File: src/rtl/mem_access_stage.sv
// MEM pipeline stage: drives a variable-latency data-memory handshake, freezes upstream while busy.
// Optional macro MEM_ALIGN_CHK_EN squashes memory ops whose address is not word aligned.
module mem_access_stage #(
    parameter int DW    = 32,
    parameter int AW    = 32,
    parameter int CNT_W = 32
) (
    input  logic             clk_i,
    input  logic             rst_i,
    input  logic             valid_i,
    input  logic [1:0]       M_i,
    input  logic [1:0]       WB_i,
    input  logic [DW-1:0]    ALU_o_i,
    input  logic [DW-1:0]    wdata_i,
    input  logic [4:0]       Rd_i,
    output logic             stall_o,
    output logic [1:0]       WB_o,
    output logic [DW-1:0]    read_data_o,
    output logic [DW-1:0]    ALU_o_o,
    output logic [4:0]       Rd_o,
    output logic             mem_req_o,
    output logic             mem_we_o,
    output logic [AW-1:0]    mem_addr_o,
    output logic [DW-1:0]    mem_wdata_o,
    input  logic             mem_ack_i,
    input  logic [DW-1:0]    mem_rdata_i,
`ifdef MEM_ALIGN_CHK_EN
    output logic             misalign_o,
`endif
    output logic [CNT_W-1:0] stall_cnt_o
);

    typedef enum logic [1:0] {IDLE, BUSY, RESP} state_t;

    state_t        state;
    logic [DW-1:0] rdata_q;
    logic          memop;
    logic          issue;

    assign memop = valid_i & (M_i[1] | M_i[0]);

`ifdef MEM_ALIGN_CHK_EN
    logic misaligned;
    assign misaligned = memop & (ALU_o_i[1:0] != 2'b00);
    assign issue      = memop & ~misaligned;
    assign misalign_o = (state == IDLE) & misaligned;
`else
    assign issue = memop;
`endif

    // A memop that is not issued (squashed) still produces a bubble, never a pass-through.
    always_comb begin
        stall_o     = 1'b0;
        WB_o        = 2'b00;
        Rd_o        = 5'd0;
        read_data_o = '0;
        ALU_o_o     = ALU_o_i;
        case (state)
            IDLE: begin
                if (issue) begin
                    stall_o = 1'b1;
                end else if (valid_i && !memop) begin
                    WB_o = WB_i;
                    Rd_o = Rd_i;
                end
            end
            BUSY: stall_o = 1'b1;
            RESP: begin
                WB_o        = WB_i;
                Rd_o        = Rd_i;
                read_data_o = rdata_q;
            end
            default: ;
        endcase
    end

    always_ff @(posedge clk_i or negedge rst_i) begin
        if (!rst_i) begin
            state       <= IDLE;
            mem_req_o   <= 1'b0;
            mem_we_o    <= 1'b0;
            mem_addr_o  <= '0;
            mem_wdata_o <= '0;
            rdata_q     <= '0;
        end else begin
            case (state)
                IDLE: begin
                    if (issue) begin
                        mem_req_o   <= 1'b1;
                        mem_we_o    <= M_i[0];
                        mem_addr_o  <= ALU_o_i[AW-1:0];
                        mem_wdata_o <= wdata_i;
                        state       <= BUSY;
                    end
                end
                BUSY: begin
                    if (mem_ack_i) begin
                        mem_req_o <= 1'b0;
                        rdata_q   <= mem_we_o ? '0 : mem_rdata_i;
                        state     <= RESP;
                    end
                end
                RESP: state <= IDLE;
                default: state <= IDLE;
            endcase
        end
    end

    always_ff @(posedge clk_i or negedge rst_i) begin
        if (!rst_i) begin
            stall_cnt_o <= '0;
        end else if (stall_o && (stall_cnt_o != {CNT_W{1'b1}})) begin
            stall_cnt_o <= stall_cnt_o + 1'b1;
        end
    end

endmodule

File: config.mk
export PLATFORM = sky130hd
export DESIGN_NAME = mem_access_stage
export DESIGN_NICKNAME = d
export VERILOG_FILES = /design/src/rtl/mem_access_stage.sv
export SDC_FILE = /design/constraint.sdc
export NUM_CORES = 1
export LEC_CHECK = 0
export ABC_CLOCK_PERIOD_IN_PS = 2200
export BUFFER_PORTS_ARGS = -buffer_cell sky130_fd_sc_hd__buf_2
export CAP_MARGIN = 10
export CORE_MARGIN = 8
export CORE_UTILIZATION = 34
export CTS_CLUSTER_SIZE = 12
export DETAILED_ROUTE_END_ITERATION = 8
export PLACE_DENSITY = 0.61
export SLEW_MARGIN = 20
export SYNTH_ARGS = -nofsm -noshare
export SYNTH_HDL_FRONTEND = slang
export SYNTH_SLANG_ARGS = --single-unit
File: constraint.sdc
create_clock -name clk_i -period 2.2 [get_ports clk_i]
set_input_delay 0.33 -clock clk_i [delete_from_list [all_inputs] [get_ports clk_i]]
set_output_delay 0.33 -clock clk_i [all_outputs]
set_load 0.005 [all_outputs]
==> impl_metrics.tcl <==
set metrics [dict create \
    pin_count 279 \
    path_class "reg2out" \
    synth-seq-cells 132 \
    die_h_um 148 \
    synthArstFlopShare_pct 100 \
    setup_violations 0 \
    relSlewSlack_pct 62.5 \
    cts_tree "yes" \
    synth_seq_area_share_pct 55.4 \
    cp-end-kind "output port" \
    fin_ws_ps 276 \
    cp_max_fo 7 \
    grt_use_total_pct 14.9 \
    crit_path_cell_trace "a21oi_1 -> nor2_1 -> and2_1 -> buf_2" \
    firstDrtPassIters 4 \
    n_fill_cell 1666 \
    clkTransAtPathRegs_ps 60 \
    pwr-share-comb_pct 21.5 \
    num_vias 4554 \
    grt_pass1_vias 4891 \
    cp.arrival_ps 1590 \
    htreeDepth 4 \
    cts_sinks 132 \
    portBuffers 278 \
    yosys_warnings 0 \
    die_w_um 148 \
    ant_nets 0 \
    synth-main-ff-cell "dfrtp_1" \
    antenna_found_initial 1 \
    clock_path_buffers 2 \
    cts_root_buf "clkbuf_16" \
    place.gp.congestion 0.820 \
    slowest_delay_ps 390 \
    swShare_pct 27.5 \
    synthesis.area_mm2 0.00596 \
    grt_pass1_wl_um 26000 \
    drive_gt1_share_pct 50.6 \
    status "complete, no violations" \
    cts_setup_buffers 0 \
    final.setup.tns_ps 0 \
    p_clk_share_pct 35.7 \
    leakagePower_uw 0.00411 \
    syn_nets 624 \
    finalWirelength_um 16500 \
    viasPerCell 4.54 \
    routedWlPerCell_um 16.4 \
    synth_edf_count 0 \
    hpwl_um 12600 \
    cts.repair.resized 0 \
    finalHoldViolations 0 \
    p_int_uw 5800 \
    core_mm2 0.0172 \
    grt_overflow 0 \
    cap_violations 0 \
    drt_iter0_drc 150 \
    crit_path_top_delay_cell "dfrtp_1" \
    grt_max_degree 67 \
    start_util_pct 34.6 \
    drc_errors 0 \
    clk_latency_ps 410 \
    min_path_type "in2reg" \
    finalCritPeriodShare_pct 87.5 \
    worstMarginPinSlew_ps 562 \
    numCtsBuffers 17 \
    synth.largest_area_cell "dfrtp_1" \
    cp.required_ps 1870 \
    powerDensity_mw_per_mm2 999 \
    die_area_mm2 0.0220 \
    peakVddDrop_uv 500 \
    period_minus_slack_ps 1920 \
    antenna_cells 0 \
    synthesis.instances 514 \
    syn_area_per_cell_um2 11.6 \
    rsz0062_at_grt "no" \
    fin_skew_ps 8.08 \
    ys_types 36 \
    fmax_mhz 520 \
    rows 48 \
    p_sw_uw 2200 \
    maxSlewViolCount 0 \
    startpoint_type "flop" \
    synth_area_leaders "dfrtp_1 (55%), mux2_2 (12%), buf_4 (4.2%)" \
    nets 874 \
    dp_slack_ps 317 \
    syn2layout_area_growth_pct 34.3 \
    synth_top_cell_area_share_pct 55.4 \
    p_seq_share_pct 42.7 \
]
## layer usage
layer	share of wire [%]	global-route usage, %	wire length [µm]	vias to the layer above
li1	-	-	-	2208
met1	41	17.0	6700	2192
met2	49	24.6	8080	140
met3	9.3	6.75	1540	12
met4	0.77	4.23	127	2
met5	0.079	0	13	-
## power by group through the flow
stage          registers, µW  logic, µW  clock network, µW
6_report                3420       1720               2860
5_1_grt                 3510       1930               3050
4_1_cts                 3430       1780               2940
3_5_place_dp            3460       1770                  0
3_3_place_gp            3440       1750                  0
2_1_floorplan           3450        885                  0
## worst paths after layout
path	cells after the start	start	end	slack (ps)
setup / recovery	4	state[1]	WB_o[1]	280
hold / removal	2	mem_ack_i	state[0]	120
setup reg to reg	5	stall_cnt_o[21]	stall_cnt_o[30]	280
hold reg to reg	2	rdata_q[3]	rdata_q[3]	470
max in group asynchronous	3	rst_i	mem_addr_o[14]	1410
min in group asynchronous	3	rst_i	stall_cnt_o[21]	460
## logic make-up (layout without fill, tap and decap cells)
kind of cell             Yosys count  in the layout  share of synthesized area, %
multiplexers                      67             67                          12.6
adder cells (fa/ha/maj)            1              1                         0.210
AO/OA/AOI/OAI                     39             39                          3.63
flip-flops                       132            132                          55.4
AND/OR/NAND/NOR                  184            184                          17.4
buffers and inverters             61            324                          6.24
XOR/XNOR                          30             30                          4.41
## state kept, by name, indices dropped and copies added (netlist names)
register     flops
stall_cnt_o     32
mem_wdata_o     32
mem_we_o         1
state            2
mem_addr_o      32
rdata_q         32
mem_req_o        1
## cell type report
cell class	count	area [µm²]	share of cell area [%]
well taps	225	282	3.52
clock inverters	11	125	1.56
clock buffers	21	480	6.00
flip-flops and latches	132	3300	41.3
inverters	4	15.0	0.188
repair buffers	288	1510	18.9
multi-input cells	321	2290	28.6
## synthesized netlist by cell type, types with 2 or more instances
master and n:
nand3_2 2, a21oi_1 2, clkbuf_1 14, nor2_1 7, a31oi_1 2, mux2_2 66
buf_4 33, nand2b_1 33, dfrtp_1 132, and2_1 39, nand4_1 11, nand2_1 47
or3_1 2, inv_1 4, and4_1 3, nor3_1 8, nor4_1 7, nand3_1 12
xnor2_1 13, o21ai_0 33, xor2_1 17, buf_2 8, and3_1 6
## repair_timing
item / in CTS / in global routing
hold endpoints to repair: 132 / 0
hold buffers: 1 / 0
setup endpoints to repair: 0 / 0
## critical path: cells and delay by family, from the launching register on
kind	cells	cell delay, ps
simple gates	2	600
flops	1	390
buf+inv	1	130
compound gates	1	50
## through the flow
step	util (%)	instances	hold WS (ps)	total power, µW	cell area [µm²]
2_1_floorplan	-	514	34.4	4330	5960
3_3_place_gp	42.9	969	358	5190	7390
3_5_place_dp	42.9	969	358	5240	7390
4_1_cts	46.4	1002	95.6	8150	8000
5_1_grt	46.4	1002	114	8490	8000
6_report	46.4	1002	116	8000	8000
## placed cells by master, fill, tap and decap left out, drive strengths merged
cell / synthesis / layout
mux2: 66 / 66
buf: 42 / 287
bufinv: 0 / 2
o21ai: 33 / 33
and4: 3 / 3
nand2b: 33 / 33
dfrtp: 132 / 132
mux2i: 1 / 1
nor2b: 1 / 1
nand2: 47 / 47
and3: 7 / 7
ha: 1 / 1
a21o: 1 / 1
a31oi: 2 / 2
nor2: 7 / 7
clkinv: 0 / 6
clkbuf: 15 / 21
clkinvlp: 0 / 2
nand3: 14 / 14
and2: 39 / 39
a21oi: 2 / 2
nand4: 11 / 11
xor2: 17 / 17
or4: 1 / 1
xnor2: 13 / 13
o211ai: 1 / 1
nor3b: 1 / 1
dlygate4sd3: 0 / 1
nor3: 8 / 8
nor4: 9 / 9
inv: 4 / 5
or3: 2 / 2
nand3b: 1 / 1
Power figures use the tool's default switching activity.
